## config.mk

```make
export PLATFORM = sky130hd
export DESIGN_NAME = bcd_seg_display
export DESIGN_NICKNAME = d
export VERILOG_FILES = /design/src/rtl/bcd_seg_display.sv
export SDC_FILE = /design/constraint.sdc
export NUM_CORES = 1
export LEC_CHECK = 0
export CELL_PAD_IN_SITES_DETAIL_PLACEMENT = 1
export CELL_PAD_IN_SITES_GLOBAL_PLACEMENT = 2
export CORE_ASPECT_RATIO = 0.7
export CORE_MARGIN = 10
export CORE_UTILIZATION = 36
export CTS_BUF_LIST = sky130_fd_sc_hd__clkbuf_8
export DETAILED_ROUTE_END_ITERATION = 8
export GPL_TIMING_DRIVEN = 0
export PLACE_DENSITY_LB_ADDON = 0.1
export SETUP_SLACK_MARGIN = 0.3
export SLEW_MARGIN = 10
export SYNTH_ARGS = -nofsm -noshare
export SYNTH_HDL_FRONTEND = slang
export SYNTH_SLANG_ARGS = --single-unit
export TNS_END_PERCENT = 10
```

## constraint.sdc

```tcl
create_clock -name clk -period 1.9 [get_ports clk]
set_input_delay 0.38 -clock clk [delete_from_list [all_inputs] [get_ports clk]]
set_output_delay 0.38 -clock clk [all_outputs]
set_load 0.05 [all_outputs]
```

## src/rtl/bcd_seg_display.sv

```systemverilog
// Binary-to-BCD (shift-add-3, one bit per clock) feeding per-digit static 7-segment patterns.
// Latency: WIDTH+1 cycles from the accepting load edge to valid seg/overflow (done pulse).
// Backpressure: none; load is accepted only in IDLE and ignored (not queued) while busy.
module bcd_seg_display #(
    parameter int WIDTH      = 8,
    parameter int DIGITS     = 3,
    parameter int ACTIVE_LOW = 1,
    parameter int BLANK_LZ   = 1
) (
    input  logic                  clk,
    input  logic                  rst_n,
    input  logic                  load,
    input  logic [WIDTH-1:0]      value,
    output logic                  busy,
    output logic                  done,
    output logic                  overflow,
    output logic [7*DIGITS-1:0]   seg
);

    localparam int BW = 4 * DIGITS;
    localparam int CW = $clog2(WIDTH + 1);
    // Segment pattern for an all-dark digit at the pins.
    localparam logic [6:0] BLANK_PAT = (ACTIVE_LOW != 0) ? 7'h7F : 7'h00;

    typedef enum logic [1:0] {
        IDLE  = 2'd0,
        SHIFT = 2'd1,
        LATCH = 2'd2
    } state_t;

    state_t                 state;
    logic [WIDTH-1:0]       bin;
    logic [BW-1:0]          bcd;
    logic [BW-1:0]          bcd_adj;
    logic [BW+WIDTH-1:0]    shifted;
    logic [CW-1:0]          cnt;
    logic                   ovf_sticky;
    logic [7*DIGITS-1:0]    seg_next;
    logic [3:0]             nib;
    logic [6:0]             pat;
    logic                   lead;

    // Active-high {g,f,e,d,c,b,a} pattern for one decimal digit.
    function automatic logic [6:0] dec7(input logic [3:0] d);
        case (d)
            4'd0:    dec7 = 7'b0111111;
            4'd1:    dec7 = 7'b0000110;
            4'd2:    dec7 = 7'b1011011;
            4'd3:    dec7 = 7'b1001111;
            4'd4:    dec7 = 7'b1100110;
            4'd5:    dec7 = 7'b1101101;
            4'd6:    dec7 = 7'b1111101;
            4'd7:    dec7 = 7'b0000111;
            4'd8:    dec7 = 7'b1111111;
            4'd9:    dec7 = 7'b1101111;
            default: dec7 = 7'b0000000;
        endcase
    endfunction

    // Add 3 to every nibble >= 5 so the following left shift carries correctly into the next digit.
    always_comb begin
        bcd_adj = bcd;
        for (int i = 0; i < DIGITS; i++) begin
            if (bcd[4*i +: 4] >= 4'd5) begin
                bcd_adj[4*i +: 4] = bcd[4*i +: 4] + 4'd3;
            end
        end
        shifted = {bcd_adj, bin} << 1;
    end

    // Decode nibbles top-down so leading-zero status is known when each digit is reached.
    always_comb begin
        seg_next = '0;
        lead     = 1'b1;
        nib      = 4'd0;
        pat      = 7'd0;
        for (int i = DIGITS - 1; i >= 0; i--) begin
            nib = bcd[4*i +: 4];
            if (nib != 4'd0) begin
                lead = 1'b0;
            end
            pat = dec7(nib);
            if (ovf_sticky) begin
                pat = 7'b1000000;
            end else if ((BLANK_LZ != 0) && lead && (i != 0)) begin
                pat = 7'b0000000;
            end
            seg_next[7*i +: 7] = (ACTIVE_LOW != 0) ? ~pat : pat;
        end
    end

    // Control FSM, conversion datapath and registered outputs.
    always_ff @(posedge clk or negedge rst_n) begin
        if (!rst_n) begin
            state      <= IDLE;
            bin        <= '0;
            bcd        <= '0;
            cnt        <= '0;
            ovf_sticky <= 1'b0;
            busy       <= 1'b0;
            done       <= 1'b0;
            overflow   <= 1'b0;
            seg        <= {DIGITS{BLANK_PAT}};
        end else begin
            done <= 1'b0;
            case (state)
                IDLE: begin
                    if (load) begin
                        bin        <= value;
                        bcd        <= '0;
                        ovf_sticky <= 1'b0;
                        cnt        <= CW'(WIDTH);
                        busy       <= 1'b1;
                        state      <= SHIFT;
                    end
                end
                SHIFT: begin
                    {bcd, bin} <= shifted;
                    // A carry out of the top digit means the value needs more digits than we drive.
                    if (bcd_adj[BW-1]) begin
                        ovf_sticky <= 1'b1;
                    end
                    cnt <= cnt - 1'b1;
                    if (cnt == CW'(1)) begin
                        state <= LATCH;
                    end
                end
                LATCH: begin
                    seg      <= seg_next;
                    overflow <= ovf_sticky;
                    done     <= 1'b1;
                    busy     <= 1'b0;
                    state    <= IDLE;
                end
                default: begin
                    state <= IDLE;
                    busy  <= 1'b0;
                end
            endcase
        end
    end

endmodule
```

==> results of run 1 <==
## logic make-up (layout without fill, tap and decap cells)
family,Yosys count,after routing,synth area share [%]
xor gates and xnor gates,5,5,1.578
buffers and inverters,32,78,5.680
adders and majority gates,17,17,7.664
and+or+nand+nor,98,98,17.67
DFF,51,51,46.93
muxes,8,8,2.931
AOI/OAI and AO/OA,80,80,17.54
## sequential cells by signal, summed over array words and instances (netlist names)
register	flops
seg	21
bcd	12
bin	8
cnt	4
state	2
busy	1
done	1
overflow	1
ovf_sticky	1
## cells in the final DEF, fill, tap and decap left out, types with 2 or more instances in the layout
cell,count
nand2_1,35
nand2b_4,2
nor3_1,7
nand3b_1,2
dfstp_2,21
inv_2,4
a21oi_4,2
a21oi_1,12
a21o_1,2
mux2i_1,7
xor2_1,2
nor2_1,26
clkbuf_8,7
inv_1,12
clkbuf_1,2
o21ai_0,35
nor2b_1,4
xnor2_1,3
a31oi_1,10
clkdlybuf4s50_1,10
a221o_1,3
buf_2,12
dfrtp_2,4
dfrtp_1,26
dlygate4sd2_1,20
o31ai_1,3
nand2b_1,13
buf_4,6
ha_2,2
buf_6,2
o22a_1,5
ha_1,15
## layer usage
| metal | wire length (um) | track usage, % | vias to the layer above |
|---|---|---|---|
| met3 | 263 | 3.328 | 8 |
| met5 | 0 | 0 | - |
| met1 | 4099 | 19.34 | 1131 |
| li1 | - | - | 1079 |
| met2 | 3234 | 20.36 | 24 |
| met4 | 50 | 2.581 | 0 |
## how the worst max path moves through the flow
stage	startpoint	cells after the start	end
global placement	rst_n	1	bcd[6]
global route	done	1	done
detailed placement	load	4	bcd[10]
floorplan	bcd[1]	6	bcd[2]
finish	done	1	done
CTS	overflow	1	overflow
## power groups by stage
stage / Sequential, uW / Clock, uW / Combinational [uW]
floorplan: 2810 / 0 / 2050
global placement: 2070 / 0 / 3890
detailed placement: 2090 / 0 / 3940
CTS: 2060 / 729 / 3820
global route: 2140 / 774 / 4370
finish: 2060 / 699 / 3930
## timing repair
| item | 4_1_cts | 5_1_grt |
|---|---|---|
| hold endpoints to repair | 0 | 0 |
| hold buffers | 0 | 0 |
| endpoints found under the setup margin | 38 | 43 |
| gates resized for setup | 30 | 17 |
| setup buffers | 0 | 3 |
| pin swaps | 0 | 1 |
## final cells by class
type / instances / area (um^2)
Multi-Input combinational cell: 208 / 1350
Sequential cell: 51 / 1308
Clock buffer: 7 / 96.34
Buffer: 17 / 102.6
Inverter: 15 / 56.30
Fill cell: 859 / 4000
Clock inverter: 1 / 3.754
Timing Repair Buffer: 38 / 345.3
Tap cell: 98 / 122.6
## stage by stage
stage | std cells | setup slack [ns] | utilization (%)
after floorplan | 291 | 0.3752 | -
after global placement | 423 | -1.223 | 43.85
after detailed placement | 424 | 0.07085 | 44.05
after CTS | 432 | 0.03359 | 44.93
after global routing | 435 | 0.04466 | 45.83
final | 435 | 0.08456 | 45.83
==> impl_metrics.env, run 1 <==
export IMPL_status="completed"
export IMPL_grt_ovfl_total=0
export IMPL_viasPerCell=5.154
export IMPL_wirelength_um=7647
export IMPL_r2r_slack_ns=0.20
export IMPL_synthCells=291
export IMPL_post_route_cells_drive_above_1_share_pct=21.96
export IMPL_worstReg2RegStart="bcd[5]"
export IMPL_min_period_over_period_pct=95.55
export IMPL_p_comb_share_pct=58.8
export IMPL_path_clk_slew_ns=0.09
export IMPL_start_kind="flop"
export IMPL_max_stage_delay_ns=0.79
export IMPL_hold_violations=0
export IMPL_hold_slack_ns=0.005246
export IMPL_reg2reg_to="bcd[6]"
export IMPL_ys_seq_area_share_pct=46.93
export IMPL_diodes=0
export IMPL_fmax_mhz=550.8
export IMPL_nets=364
export IMPL_powerDensity_nw_per_um2=1976
export IMPL_crit_buf_inv=1
export IMPL_ys_ff_latch=51
export IMPL_clock_skew_final_ns=0.007660
export IMPL_setup_violations_final=0
export IMPL_io_buffers=34
export IMPL_clk_path_buf_depth=2
export IMPL_ys_warn_count=0
export IMPL_grt_pass1_vias=2409
export IMPL_first_iter_violations=116
export IMPL_cts_tree="built"
export IMPL_crit_chain="clkdlybuf4s50_1"
export IMPL_period_needed_ns=1.815
export IMPL_synth_area_leader_cell="dfrtp_1"
export IMPL_fin_area_um2=3385
export IMPL_endpoint_kind="output pin"
export IMPL_rr_worst_depth=6
export IMPL_syn_avg_cell_area_um2=9.537
export IMPL_cpMaxStageDelayCell="clkdlybuf4s50_1"
export IMPL_p_int_uw=3445
export IMPL_synth_cell_area_um2=2775
export IMPL_hpwl_um=5526
export IMPL_synthFlopType="dfrtp_1"
export IMPL_grt_pass1_wl_um=13070
export IMPL_htreeDepth=2
export IMPL_clkLatencyLatePin_ns=0.31
export IMPL_post_route_drc_count=0
export IMPL_peakVddDrop_mv=0.7857
export IMPL_routabilityCongestion=0.7806
export IMPL_die_area_um2=11680
export IMPL_worst_pin_slew_ns=0.5182
export IMPL_tns_ns=0
export IMPL_synth_common_cells="35 x nand2_1, 35 x o21ai_0, 30 x dfrtp_1"
export IMPL_start_util_pct=37.58
export IMPL_grt_util_all_layers_pct=13.56
export IMPL_wl_per_cell_um=17.58
export IMPL_worst_setup_path_type="flop to output pin"
export IMPL_yosysTopAreaCellShare_pct=27.05
export IMPL_first_pass_iters=4
export IMPL_yosysUniqueCellTypes=44
export IMPL_syn2layout_area_growth_pct=21.96
export IMPL_vias=2242
export IMPL_swShare_pct=48.50
export IMPL_chipHeight_um=93.46
export IMPL_cp_max_fo=1
export IMPL_num_io_pins=35
export IMPL_cts_sinks=51
export IMPL_p_switching_uw=3244
export IMPL_synth_edff_count=0
export IMPL_cp_arrival_ns=1.44
export IMPL_required_ns=1.52
export IMPL_cpLargestDelayFamily="buffers and inverters"
export IMPL_clk_root_buffer_cell="clkbuf_8"
export IMPL_cts_buffers=5
export IMPL_clockPowerShare_pct=10.5
export IMPL_max_cap_violations=0
export IMPL_power_uw=6689
export IMPL_power_frac_seq_pct=30.8
export IMPL_synthesis_nets=319
export IMPL_grt_max_degree=35
export IMPL_synthTopCellsByArea="dfrtp_1 27%, dfstp_2 20%, ha_1 7.7%"
export IMPL_synthArstFlopShare_pct=100.0
export IMPL_grt_setup_unrepaired="true"
export IMPL_core_area_um2=7385
export IMPL_final_max_slew_viol_count=0
export IMPL_dieWidth_um=124.9
export IMPL_antenna_found_initial=0
export IMPL_placement_cell_area_um2=3253
export IMPL_slew_headroom_pct=65.46
export IMPL_fp_row_count=26
export IMPL_p_leak_uw=0.001503
export IMPL_ant_nets=0
export IMPL_hold_path_class="primary input to async pin"
(Power assumes the default switching activity.)
==> run 2: changes to the inputs <==
Settings changed: CAP_MARGIN set to 20, CORE_MARGIN 10 to 4, PLACE_DENSITY set to 0.85, PLACE_DENSITY_LB_ADDON 0.1 to not set.
==> impl_metrics.env, run 2 (same netlist as run 1, synthesis figures left out) <==
export IMPL_clk_root_buffer_cell="clkbuf_8"
export IMPL_max_cap_violations=0
export IMPL_cts_sinks=51
export IMPL_dieWidth_um=112.9
export IMPL_worstReg2RegStart="bcd[5]"
export IMPL_crit_chain="dlygate4sd2_1"
export IMPL_place_ws_ns=0.1092
export IMPL_powerDensity_nw_per_um2=1980
export IMPL_p_leak_uw=0.001517
export IMPL_hold_path_class="primary input to async pin"
export IMPL_fmax_mhz=566.1
export IMPL_holdBufCountCts=0
export IMPL_endpoint_kind="output pin"
export IMPL_grt_ovfl_total=0
export IMPL_start_kind="flop"
export IMPL_num_io_pins=35
export IMPL_ant_nets=0
export IMPL_required_ns=1.52
export IMPL_start_util_pct=37.58
export IMPL_setup_ws_ns=0.1336
export IMPL_clk_path_buf_depth=2
export IMPL_wl_per_cell_um=15.63
export IMPL_path_clk_slew_ns=0.09
export IMPL_cp_max_fo=2
export IMPL_antenna_found_initial=0
export IMPL_fp_row_count=26
export IMPL_diodes=0
export IMPL_regMostFlops="seg"
export IMPL_layout_common_cells="35 x nand2_1, 35 x o21ai_0, 28 x dfrtp_1"
export IMPL_largest_reg_flops=21
export IMPL_first_iter_violations=76
export IMPL_clock_skew_final_ns=0.005210
export IMPL_min_period_over_period_pct=92.97
export IMPL_slew_headroom_pct=61.92
export IMPL_final_max_slew_viol_count=0
export IMPL_cpMaxStageDelayCell="dfstp_2"
export IMPL_hold_violations=0
export IMPL_post_route_cells_drive_above_1_share_pct=19.46
export IMPL_nets=361
export IMPL_grt_setup_unrepaired="true"
export IMPL_vias=2215
export IMPL_fin_area_um2=3376
export IMPL_grt_pass1_vias=2419
export IMPL_syn2layout_area_growth_pct=21.64
export IMPL_grt_util_all_layers_pct=16.32
export IMPL_post_route_drc_count=0
export IMPL_worst_setup_path_type="flop to output pin"
export IMPL_worst_pin_slew_ns=0.5712
export IMPL_setup_violations_final=0
export IMPL_first_pass_iters=4
export IMPL_viasPerCell=5.127
export IMPL_peakVddDrop_mv=0.7323
export IMPL_cts_buffers=5
export IMPL_chipHeight_um=81.46
export IMPL_cts_tree="built"
export IMPL_routabilityCongestion=0.8168
export IMPL_grt_max_degree=35
export IMPL_reg2reg_to="bcd[6]"
export IMPL_core_area_um2=7385
export IMPL_largestRegisters="seg (21), bcd (12), bin (8)"
export IMPL_grt_pass1_wl_um=11990
export IMPL_placement_cell_area_um2=3253
export IMPL_status="completed"
export IMPL_r2r_slack_ns=0.21
export IMPL_hold_slack_ns=0.004884
export IMPL_postCtsSetupBuffers=0
export IMPL_power_uw=6682
export IMPL_wirelength_um=6752
export IMPL_clkLatencyLatePin_ns=0.30
export IMPL_hpwl_um=4958
export IMPL_max_stage_delay_ns=0.56
export IMPL_die_area_um2=9200
export IMPL_cpLargestDelayFamily="flip-flops"
export IMPL_rr_worst_depth=6
export IMPL_cp_arrival_ns=1.39
export IMPL_crit_buf_inv=1
export IMPL_htreeDepth=2
export IMPL_io_buffers=34
export IMPL_period_needed_ns=1.766
export IMPL_tns_ns=0
[run 2: cell types whose count changed in the layout (fill, tap and decap cells not counted), sizes merged]
cell | previous run | this run
bufinv | 0 | 2
dlymetal6s2s | 1 | 2
clkbuf | 10 | 8
buf | 21 | 18
clkdlybuf4s50 | 10 | 9
[run 2: repair_timing]
| action | CTS | global route |
|---|---|---|
| setup endpoints to repair | 34 | 44 |
| resized for setup | 30 | 10 |
| gates cloned | 0 | 0 |
[run 2: per-layer routing]
metal / track usage (%) / vias to the layer above / routed length, um
met5: 0 / - / 0
met3: 2.725 / 4 / 214
met4: 3.601 / 0 / 51
met1: 23.04 / 1102 / 3502
met2: 26.60 / 35 / 2983
li1: - / 1074 / -
[run 2: cell type report]
| type | instances | area, um^2 |
|---|---|---|
| flip-flops and latches | 51 | 1305 |
| well taps | 98 | 122.6 |
| inverters | 15 | 56.30 |
| clock inverters | 3 | 63.81 |
| clock buffers | 5 | 68.82 |
| multi-input cells | 208 | 1333 |
| repair buffers | 35 | 325.3 |
| plain buffers | 17 | 101.3 |
| fillers | 856 | 4009 |
[run 2: power by group]
part           internal [uW]  switching, uW  total (uW)
registers               1710            354        2070
clock network            521            375         897
logic                   1330           2390        3720
[run 2: per-stage QoR]
step,util [%],instances
global route,45.71,432
floorplan,-,291
global placement,43.85,423
finish,45.71,432
CTS,45.37,432
detailed placement,44.05,424
[run 2: worst reg2reg max path: cells and delay by family (launching register included)]
kind / cells / cell delay, ns
and+or+nand+nor: 2 / 0.24
AOI/OAI and AO/OA: 2 / 0.50
adders and majority gates: 1 / 0.24
buffers and inverters: 1 / 0.14
DFF: 1 / 0.47
[run 2: worst max path at each step]
stage,start,endpoint,slack (ns),cells past startpoint
floorplan,bcd[1],bcd[2],0.38,6
global placement,rst_n,bcd[2],-1.18,1
detailed placement,load,bcd[11],0.11,5
CTS,overflow,overflow,0.05,1
global route,bcd[8],seg[10],0.07,6
finish,seg[6],seg[6],0.13,1
==> run 3: changes to the inputs <==
Settings changed: CORE_UTILIZATION 36 to 30, PLACE_DENSITY 0.85 to 0.73.
==> impl_metrics.env, run 3 (same netlist as run 1, synthesis figures left out) <==
export IMPL_hold_violations=0
export IMPL_start_kind="flop"
export IMPL_grt_setup_unrepaired="true"
export IMPL_clockPowerShare_pct=9.2
export IMPL_cpMaxStageDelayCell="dfstp_2"
export IMPL_cpLargestDelayFamily="flip-flops"
export IMPL_clock_skew_final_ns=0.008421
export IMPL_grt_ovfl_total=0
export IMPL_io_buffers=34
export IMPL_path_clk_slew_ns=0.10
export IMPL_path_depth=1
export IMPL_clk_path_buf_depth=2
export IMPL_swShare_pct=47.91
export IMPL_cts_tree="built"
export IMPL_setup_violations_final=0
export IMPL_largestRegisters="seg (21), bcd (12), bin (8)"
export IMPL_post_route_cells_drive_above_1_share_pct=23.91
export IMPL_p_int_uw=3509
export IMPL_layout_common_cells="35 x nand2_1, 35 x o21ai_0, 26 x nor2_1"
export IMPL_clkLatencyLatePin_ns=0.31
export IMPL_start_util_pct=30.72
export IMPL_grt_max_degree=30
export IMPL_die_area_um2=10880
export IMPL_final_seq_area_um2=1309
export IMPL_worst_pin_slew_ns=0.5793
export IMPL_max_cap_violations=0
export IMPL_hpwl_um=5176
export IMPL_hold_slack_ns=0.07081
export IMPL_met2_usage_pct=20.67
export IMPL_diodes=0
export IMPL_grtUsageMet1_pct=21.76
export IMPL_crit_chain="clkdlybuf4s15_1"
export IMPL_regMostFlops="seg"
export IMPL_powerDensity_nw_per_um2=1933
export IMPL_period_needed_ns=1.727
export IMPL_fmax_mhz=579.0
export IMPL_peakVddDrop_mv=0.6860
export IMPL_chipHeight_um=88.47
export IMPL_first_pass_iters=4
export IMPL_power_frac_seq_pct=31.0
export IMPL_met3_usage_pct=3.003
export IMPL_num_io_pins=35
export IMPL_busiest_layer="met1"
export IMPL_status="completed"
export IMPL_hold_path_class="primary input to async pin"
export IMPL_worst_setup_path_type="flop to output pin"
export IMPL_required_ns=1.52
export IMPL_wl_per_cell_um=15.52
export IMPL_p_switching_uw=3228
export IMPL_max_stage_delay_ns=0.54
export IMPL_reg2reg_to="bcd[6]"
export IMPL_power_uw=6737
export IMPL_slew_headroom_pct=61.38
export IMPL_p_leak_uw=0.001482
export IMPL_dieWidth_um=123.0
export IMPL_rr_worst_depth=7
export IMPL_cts_buffers=5
export IMPL_endpoint="seg[7]"
export IMPL_crit_start="seg[7]"
export IMPL_cts_sinks=51
export IMPL_vias=2206
export IMPL_grt_pass1_wl_um=12050
export IMPL_fillCellCount=1058
export IMPL_clk_root_buffer_cell="clkbuf_8"
export IMPL_htreeDepth=2
export IMPL_final_max_slew_viol_count=0
export IMPL_grt_pass1_vias=2367
export IMPL_r2r_slack_ns=0.23
export IMPL_placement_cell_area_um2=3286
export IMPL_cp_arrival_ns=1.35
export IMPL_first_iter_violations=76
export IMPL_endpoint_kind="output pin"
export IMPL_core_area_um2=9035
export IMPL_fin_area_um2=3485
export IMPL_multi_input_area_um2=1369
export IMPL_ant_nets=0
export IMPL_min_period_over_period_pct=90.90
export IMPL_antenna_found_initial=0
export IMPL_worstReg2RegStart="bcd[4]"
export IMPL_p_comb_share_pct=59.8
export IMPL_largest_reg_flops=21
export IMPL_post_route_drc_count=0
export IMPL_viasPerCell=4.724
export IMPL_grt_util_all_layers_pct=14.18
export IMPL_final_util_pct=38.57
export IMPL_nets=370
export IMPL_wirelength_um=7247
export IMPL_fp_row_count=29
export IMPL_cp_max_fo=2
export IMPL_routabilityCongestion=0.8034
export IMPL_syn2layout_area_growth_pct=25.56
export IMPL_crit_buf_inv=1
export IMPL_holdBufCountCts=0
## run 3: changes by cell type in the layout (fill, tap and decap cells not counted), moves of 3 or more
cell / change
clkdlybuf4s15_1: +18
dlygate4sd2_1: -17
buf_4: +9
inv_4: +4
dfrtp_1: -3
dfrtp_2: +3
## run 3: layout make-up
class                           instances  area share [%]
Buffer                                 17           2.908
Clock buffer                            5           1.975
Clock inverter                          3          0.3232
Inverter                               15           1.903
Multi-Input combinational cell        208           39.28
Sequential cell                        51           37.56
Tap cell                              124           4.452
Timing Repair Buffer                   44           11.60
## run 3: routing by layer
| metal | up-vias | wire length, um |
|---|---|---|
| li1 | 1097 | - |
| met1 | 1070 | 3952 |
| met2 | 34 | 3018 |
| met3 | 5 | 237 |
| met4 | 0 | 39 |
| met5 | - | 0 |
## run 3: timing repair
item	CTS	global route
resized for setup	32	45
pin swaps	0	6
endpoints found under the setup margin	36	41
buffers inserted	0	9
## run 3: how the worst min path moves through the flow
stage                          end  slack (ns)     start
after detailed placement   bcd[10]        0.41     rst_n
final                      bcd[10]        0.07     rst_n
after global placement    overflow        0.46  overflow
after CTS                   bcd[2]        0.07     rst_n
after floorplan             bcd[0]        0.08     rst_n
after global routing          done        0.08     rst_n
## run 3: through the flow
step                setup TNS [ns]  instances  worst slack (ns)
floorplan                        0        291            0.3752
detailed placement               0        450            0.1079
CTS                              0        458            0.1218
finish                           0        467            0.1728
global placement            -49.63        449            -1.221
global route                     0        467            0.1236
## run 3: power groups by stage
stage	Clock, uW	Combinational, uW	Sequential [uW]
after floorplan	0	2050	2810
after global placement	0	3820	2070
after detailed placement	0	3880	2090
after CTS	660	3740	2060
after global routing	710	4490	2170
final	621	4030	2090
